$ cat src/rtl/acl_tilt_filter_pkg.sv
// Shared definitions for the accelerometer tilt filter.
//   tilt_state_t  : hysteresis FSM state encoding
//   ACL_AXIS_*    : location of the tilt axis inside the 15-bit accelerometer word
//   therm_bar()   : 4-bit thermometer bar for a 4-bit intensity
package acl_tilt_filter_pkg;

    typedef enum logic [1:0] {
        ST_NEUTRAL = 2'd0,
        ST_LEFT    = 2'd1,
        ST_RIGHT   = 2'd2
    } tilt_state_t;

    localparam int ACL_AXIS_MSB = 9;
    localparam int ACL_AXIS_LSB = 5;
    localparam int AXIS_W       = ACL_AXIS_MSB - ACL_AXIS_LSB + 1;

    // Bit k lights once the intensity reaches the k-th step (1, 4, 8, 12).
    function automatic logic [3:0] therm_bar(input logic [3:0] i);
        return {i >= 4'd12, i >= 4'd8, i >= 4'd4, i >= 4'd1};
    endfunction

endpackage

$ cat src/rtl/acl_moving_avg.sv
// Stage 1 of the tilt filter: circular history of the last 2^AVG_LOG2 axis
// samples and their running sum.
//   clk, rst      : clock, synchronous active-high reset
//   sample_valid  : one-cycle strobe, sample holds a new axis value
//   sample        : signed axis sample
//   sum           : signed running sum of the history window
//   sum_valid     : one-cycle pulse, sum was updated by a new sample last edge
module acl_moving_avg
    import acl_tilt_filter_pkg::*;
#(
    parameter int AVG_LOG2 = 2
) (
    input  logic                               clk,
    input  logic                               rst,
    input  logic                               sample_valid,
    input  logic signed [AXIS_W-1:0]           sample,
    output logic signed [AXIS_W+AVG_LOG2-1:0]  sum,
    output logic                               sum_valid
);

    localparam int DEPTH = 1 << AVG_LOG2;
    localparam int SUM_W = AXIS_W + AVG_LOG2;

    logic signed [AXIS_W-1:0] hist_q [DEPTH];
    logic [AVG_LOG2-1:0]      wp_q;
    logic signed [SUM_W-1:0]  sum_q;
    logic                     valid_q;
    logic signed [AXIS_W-1:0] oldest;
    logic signed [SUM_W-1:0]  sample_ext;
    logic signed [SUM_W-1:0]  oldest_ext;

    assign oldest     = hist_q[wp_q];
    assign sample_ext = {{AVG_LOG2{sample[AXIS_W-1]}}, sample};
    assign oldest_ext = {{AVG_LOG2{oldest[AXIS_W-1]}}, oldest};

    // The sum always equals the sum of the window contents, so SUM_W bits
    // hold it without overflow. wp_q wraps naturally at its width.
    always_ff @(posedge clk) begin
        if (rst) begin
            for (int i = 0; i < DEPTH; i++) begin
                hist_q[i] <= '0;
            end
            wp_q    <= '0;
            sum_q   <= '0;
            valid_q <= 1'b0;
        end else begin
            valid_q <= sample_valid;
            if (sample_valid) begin
                sum_q        <= sum_q + sample_ext - oldest_ext;
                hist_q[wp_q] <= sample;
                wp_q         <= wp_q + AVG_LOG2'(1);
            end
        end
    end

    assign sum       = sum_q;
    assign sum_valid = valid_q;

endmodule

$ cat src/rtl/acl_tilt_filter.sv
// Accelerometer tilt filter: extracts the signed tilt axis from each new
// accelerometer word, smooths it with a 2^AVG_LOG2 moving average and applies
// a dead-zone with hysteresis to drive left/right tilt, intensity and LED bars.
//   clk, rst        : clock, synchronous active-high reset (wins over acl_valid)
//   acl_data        : accelerometer word, tilt axis in [9:5] (two's complement)
//   acl_valid       : one-cycle strobe, acl_data holds a new sample
//   tilt_left/right : filtered tilt state (negative axis = right)
//   tilt_intensity  : saturated |average|, 0 in neutral
//   left/right_leds : thermometer bar of intensity on the active side
//   out_valid       : one-cycle pulse, outputs reflect a newly processed sample
// Handshake: strobe-only, no back-pressure. Every acl_valid cycle is accepted
// and produces exactly one out_valid pulse two cycles later; outputs hold
// between pulses.
module acl_tilt_filter
    import acl_tilt_filter_pkg::*;
#(
    parameter int AVG_LOG2 = 2,  // legal 1..4
    parameter int ENTER_TH = 4,
    parameter int EXIT_TH  = 2   // must be <= ENTER_TH
) (
    input  logic        clk,
    input  logic        rst,
    input  logic [14:0] acl_data,
    input  logic        acl_valid,
    output logic        tilt_left,
    output logic        tilt_right,
    output logic [3:0]  tilt_intensity,
    output logic [3:0]  left_leds,
    output logic [3:0]  right_leds,
    output logic        out_valid
);

    localparam int SUM_W = AXIS_W + AVG_LOG2;

    logic signed [AXIS_W-1:0] sample;
    logic signed [SUM_W-1:0]  sum;
    logic                     sum_valid;
    logic signed [SUM_W-1:0]  avg;
    int                       avg_i;
    int                       mag_i;
    logic [3:0]               mag_sat;
    tilt_state_t              state_q;
    tilt_state_t              state_d;

    assign sample = acl_data[ACL_AXIS_MSB:ACL_AXIS_LSB];

    acl_moving_avg #(
        .AVG_LOG2 (AVG_LOG2)
    ) u_avg (
        .clk          (clk),
        .rst          (rst),
        .sample_valid (acl_valid),
        .sample       (sample),
        .sum          (sum),
        .sum_valid    (sum_valid)
    );

    // Arithmetic shift: the average rounds toward minus infinity.
    assign avg = sum >>> AVG_LOG2;

    // Stage 2 next-state logic. The state only moves when a new sum arrives.
    always_comb begin
        avg_i   = int'(avg);
        mag_i   = (avg_i < 0) ? -avg_i : avg_i;
        mag_sat = (mag_i > 15) ? 4'd15 : mag_i[3:0];
        state_d = state_q;
        if (sum_valid) begin
            unique case (state_q)
                ST_NEUTRAL: begin
                    if (avg_i <= -ENTER_TH)     state_d = ST_RIGHT;
                    else if (avg_i >= ENTER_TH) state_d = ST_LEFT;
                end
                ST_RIGHT: begin
                    if (avg_i >= ENTER_TH)      state_d = ST_LEFT;
                    else if (avg_i > -EXIT_TH)  state_d = ST_NEUTRAL;
                end
                ST_LEFT: begin
                    if (avg_i <= -ENTER_TH)     state_d = ST_RIGHT;
                    else if (avg_i < EXIT_TH)   state_d = ST_NEUTRAL;
                end
                default: state_d = ST_NEUTRAL;
            endcase
        end
    end

    always_ff @(posedge clk) begin
        if (rst) begin
            state_q <= ST_NEUTRAL;
        end else begin
            state_q <= state_d;
        end
    end

    // Registered output decode, refreshed only on a processed sample.
    always_ff @(posedge clk) begin
        if (rst) begin
            tilt_left      <= 1'b0;
            tilt_right     <= 1'b0;
            tilt_intensity <= 4'd0;
            left_leds      <= 4'd0;
            right_leds     <= 4'd0;
            out_valid      <= 1'b0;
        end else begin
            out_valid <= sum_valid;
            if (sum_valid) begin
                tilt_left      <= (state_d == ST_LEFT);
                tilt_right     <= (state_d == ST_RIGHT);
                tilt_intensity <= (state_d == ST_NEUTRAL) ? 4'd0 : mag_sat;
                left_leds      <= (state_d == ST_LEFT)  ? therm_bar(mag_sat) : 4'd0;
                right_leds     <= (state_d == ST_RIGHT) ? therm_bar(mag_sat) : 4'd0;
            end
        end
    end

endmodule

$ cat config.mk
export PLATFORM = sky130hd
export DESIGN_NAME = acl_tilt_filter
export DESIGN_NICKNAME = d
export VERILOG_FILES = /design/src/rtl/acl_tilt_filter_pkg.sv /design/src/rtl/acl_moving_avg.sv /design/src/rtl/acl_tilt_filter.sv
export SDC_FILE = /design/constraint.sdc
export NUM_CORES = 1
export LEC_CHECK = 0
export ABC_AREA = 1
export CORE_ASPECT_RATIO = 1.75
export CORE_UTILIZATION = 49
export CTS_CLUSTER_DIAMETER = 150
export CTS_CLUSTER_SIZE = 25
export DETAILED_ROUTE_END_ITERATION = 12
export PLACE_DENSITY = 0.77
export SYNTH_ARGS = -nofsm -noshare
export SYNTH_HDL_FRONTEND = slang
export SYNTH_SLANG_ARGS = --single-unit
$ cat constraint.sdc
create_clock -name clk -period 2.3 [get_ports clk]
set_input_delay 0.69 -clock clk [delete_from_list [all_inputs] [get_ports clk]]
set_output_delay 0.69 -clock clk [all_outputs]
set_load 0.03 [all_outputs]
=== Word level (Yosys, flattened, before mapping) ===
Memories as Yosys holds them, arrays and structs flattened. A register that Yosys moved wholly into a read port is not among the register bits.
Index checks and enable logic that the tools add are counted.

* Add/subtract/negate cells: 4
* Order comparisons: 10
* Eq/ne operators: 4
* Muxes and demuxes: 23
* Reduce and logical (&&, ||, !) cells: 3

{| class="wikitable"
|+ Operators by type and width
! kind !! number
|-
| 32-bit by 5-bit greater-than comparator with 1-bit output (second input constant) || 1
|-
| 32-bit 2-to-1 mux || 1
|-
| 5-bit negator with 32-bit output || 1
|-
| 2-bit 2-to-1 mux || 10
|-
| 4-bit 2-to-1 mux || 4
|-
| 4-bit greater-or-equal comparator (second input constant) || 2
|-
| 7-bit by 5-bit adder with 7-bit output || 1
|-
| 7-bit by 5-bit subtractor with 7-bit output || 1
|-
| 1-bit 2-to-1 mux || 6
|-
| 2-bit case mux with 3 select lines || 1
|-
| 5-bit by 4-bit greater-or-equal comparator with 1-bit output (second input constant) || 1
|-
| 5-bit by 2-bit greater-than comparator with 1-bit output (second input constant) || 1
|-
| 5-bit by 3-bit less-or-equal comparator with 1-bit output (second input constant) || 1
|-
| 5-bit by 1-bit less-than comparator with 1-bit output (second input constant) || 1
|-
| 5-bit by 3-bit less-than comparator with 1-bit output (second input constant) || 1
|-
| 5-bit 2-to-1 mux || 1
|-
| 5-bit OR reduction || 1
|-
| 2-bit by 1-bit equality test with 1-bit output (second input constant) || 2
|-
| 2-bit equality test (second input constant) || 2
|-
| 4-bit by 1-bit greater-or-equal comparator with 1-bit output (second input constant) || 1
|-
| 4-bit by 3-bit greater-or-equal comparator with 1-bit output (second input constant) || 1
|-
| 2-bit logical NOT || 2
|-
| 2-bit by 1-bit adder with 2-bit output (second input constant) || 1
|}

* Register bits after elaboration: 27
* RAM bits: 20
* Bits of input ports: 18
* Output and inout port bits: 15
* Word-level logic and storage cells: 55
* Memories: 1

{| class="wikitable"
|+ Memories
! memory !! depth !! width !! rd ports !! clocked after memory_dff !! wr ports !! line !! text
|-
| u_avg.hist_q || 4 || 5 || 1 || 1 || 4 || acl_moving_avg.sv:24 || <nowiki>logic signed [AXIS_W-1:0] hist_q [DEPTH];</nowiki>
|}

=== Depth between registers and ports, before layout ===
* Depth in word-level cells: 7
* Mapped depth: 17
* Gate-level depth less buffers: 17

=== Modules after synthesis ===
A second synthesis with hierarchy kept.

* Cell total of the unflattened synthesis: 333
* Area, all modules: 2713.9 um^2

{| class="wikitable"
|+ By module, submodules not included
! module !! instances !! cells each !! area an instance (um^2) !! seq. area each (um^2)
|-
| acl_moving_avg || 1 || 202 || 1795.5 || 840.8
|-
| acl_tilt_filter || 1 || 131 || 918.4 || 340.3
|}

=== Worst setup path after synthesis ===
Ideal clock, no wire load.

* Kind: reg2reg
* From: register (tool-made name)
* To: register u_avg.sum_q[6] (netlist: u_avg.sum[6])
* Setup time: 0.123 ns
* Arrival time: 2.283 ns
* Required time: 2.177 ns
* Path slack: -0.106 ns
* Cell stages (with the launch flop): 14
* Buffers on the path: 1
* Period minus slack after synthesis: 2.406 ns
* Cells stage by stage: dfxtp_1 > clkbuf_1 > o21ai_0 > o22ai_1 > fa_1 > fa_1 > inv_1 > nand3_1 > nand2_1 > nand2_1 > nand2_1 > a21oi_1 > nor2_1 > o22ai_1

{| class="wikitable"
|+ RTL lines
! what !! line !! text
|-
| to (signal assigned) || acl_moving_avg.sv:49 || <nowiki>sum_q <= sum_q + sample_ext - oldest_ext;</nowiki>
|-
| to (decl) || acl_moving_avg.sv:26 || <nowiki>logic signed [SUM_W-1:0] sum_q;</nowiki>
|}

==> flow_summary.ini <==
[grt]
grt_max_degree = 21
grt.overflow.total = 0
antenna_found_initial = 0
first_global_vias = 2114
grt.total_usage_pct = 21.90
grt_pass1_wl_um = 9294

[power]
power.leakage_nw = 1.406
p_total_mw = 3.787
p_per_area_nw_per_um2 = 1137
vdd_drop_max_uv = 1020

[yosys]
synth-edff-count = 20
yosys.area.top_type = edfxtp_1
synth_top_area_share_pct = 23.74
syn_area_per_cell_um2 = 8.322
synth_seq_area_share_pct = 46.69
async_flop_share_pct = 0
ys_seq_elements = 49
netlist_instances = 304
synth_nets = 338
yosysWarnings = 0
synth_top_flop_cell = dfxtp_1
yosysUniqueCellTypes = 35
synth_area_leaders = edfxtp_1 (24%), dfxtp_1 (23%), nand2_1 (9.3%)
synth_area_um2 = 2530

[sta]
fin_ws_ns = -0.2534
timing.final.crit_share_pct = 111.0
final_hold_viol_count = 0
slew_headroom_pct = 44.91
finalSetupViolations = 4
tightest_slew_ns = 0.8177
fin_crit_ns = 2.553
max_freq_ghz = 0.3916
rsz0062_at_grt = yes
report.final.slew_viol_count = 0
fin_worst_skew_ns = 0.01022

[flow_run]
cap_violations = 0

[finish]
post-route-cell-area_um2 = 3331
final_common_cell = nand2_1
n_fill_cell = 378
mostFrequentLayoutCells = nand2_1 (54), nor2_1 (34), inv_1 (34)
drive_above_1_share_pct = 26.54
nets = 391
n_antenna_cell = 0
synthToLayoutAreaGrowth_pct = 31.65
final_util_pct = 66.92

[floorplanning]
dieHeight_um = 97.06
die-width_um = 56.32
initial_utilization_pct = 50.83
boundaryPins = 33
die-area_um2 = 5466
rows = 34
fp.coreArea_um2 = 4977

[worst_setup_path]
worst_path_largest_cell_delay_ns = 0.56
path_max_fanout = 6
cp-start-kind = flip-flop
crit_path_end_kind = flip-flop
cp.arrival_ns = 2.79
crit_top_cell = nand2_2
cpMaxStageDelayCell = fa_1
worstPathRequired_ns = 2.53
path_class = reg -> reg
cp_cell_sequence = inv_4, buf_8, o21ai_4, o22ai_4, fa_1, inv_2, ha_4, a21oi_4, nand2_2, nand2_2, nand2_2, nand2_2, nand2_2, a21oi_2, o21ai_1, o21ai_1

[routing]
detail_route.wirelength_um = 6001
drc = 0
ant_nets = 0
wl_per_cell_um = 14.57
vias = 2204
drt_iter0_markers = 73
post_drt_via_cell_ratio = 5.350
first_pass_iters = 6

[cts]
cts_sinks = 49
clk_pin_slew_ns = 0.09
cts_tree = built
clk_path_buf_depth = 2
insertion_delay_ns = 0.30
ctsHoldBuffers = 0
htreeDepth = 2
cts_buffers = 5
root_buffer = clkbuf_8

[hold_path]
hp-class = reg -> reg
hp-start = tilt_intensity[3]

[place]
placed_area_um2 = 2969
hpwl_um = 4107
place_congestion = 0.8179
io_buffers = 22

[status]
status = complete, but fails checks
violations = negative setup slack
[state kept, by name (all words and copies together), names as in the netlist, named ones only]
name / cells
u_avg.sum_valid: 1
left_leds: 4
state_q: 2
tilt_left: 1
tilt_right: 1
right_leds: 4
u_avg.wp_q: 2
u_avg.sum: 7
u_avg.hist_q: 20
tilt_intensity: 4
out_valid: 1
[cell type report]
type                            instances  area [um^2]  area share [%]
Clock buffer                            7        86.33           2.592
Inverter                               45        177.7           5.334
Sequential cell                        49         1184           35.54
Clock inverter                          1        30.03          0.9016
Tap cell                               54        67.56           2.029
Timing Repair Buffer                   54        473.0           14.20
Multi-Input combinational cell        202         1313           39.41
[power by group]
part	leakage (nW)	total, mW	internal (mW)	switching, mW
registers	0.446	1.12	1.03	0.0843
clock network	0.0585	0.631	0.355	0.276
logic	0.901	2.04	0.881	1.16
[repair_timing]
item,in CTS,in global routing
setup buffers,8,3
gates resized for setup,40,19
pin swaps,23,12
setup endpoints to repair,4,4
[path summary, 6_finish.rpt]
check,slack [ns],cells past startpoint,end
max reg2reg,-0.25,16,u_avg.sum[5]
max,-0.25,16,u_avg.sum[5]
min,0.47,2,tilt_intensity[3]
min reg2reg,0.47,2,tilt_intensity[3]
[critical path: cells and delay by family, from the launching register on]
kind | cells | cell delay [ns]
compound gates | 6 | 0.68
fa+ha+maj | 2 | 0.82
buf+inv | 3 | 0.23
flops | 1 | 0.38
simple gates | 5 | 0.38
[metrics by stage]
step / setup slack [ns] / instances / hold slack [ns] / TNS (ns)
after floorplan: 0.0004166 / 304 / 0.4567 / 0
after global routing: -0.3651 / 412 / 0.4866 / -1.162
after global placement: -0.5992 / 393 / 0.4517 / -2.325
final: -0.2534 / 412 / 0.4672 / -0.6742
after detailed placement: -0.6287 / 393 / 0.4541 / -2.416
after CTS: -0.08358 / 409 / 0.4673 / -0.1938
[synthesized netlist by cell type (5+ instances only)]
cell,n
a21oi_1,24
dfxtp_1,29
edfxtp_1,20
fa_1,6
ha_1,10
inv_1,42
nand2_1,63
nand3_1,9
nor2_1,39
nor3_1,5
o21ai_0,15
o22ai_1,9
[logic make-up after synthesis]
logic type | Yosys count | synth area share, %
and+or+nand+nor | 127 | 21.27
buffers and inverters | 53 | 8.407
xor gates and xnor gates | 3 | 1.039
DFF | 49 | 46.69
adders and majority gates | 16 | 9.694
AOI/OAI and AO/OA | 56 | 12.91
[routing by layer]
layer	share of wire, %	track usage [%]	wire [um]
met2	60	46.06	3594
met4	3.6	8.255	218
met5	0	0	0
met3	2.5	3.329	149
met1	34	19.26	2038
(Power assumes the default switching activity.)
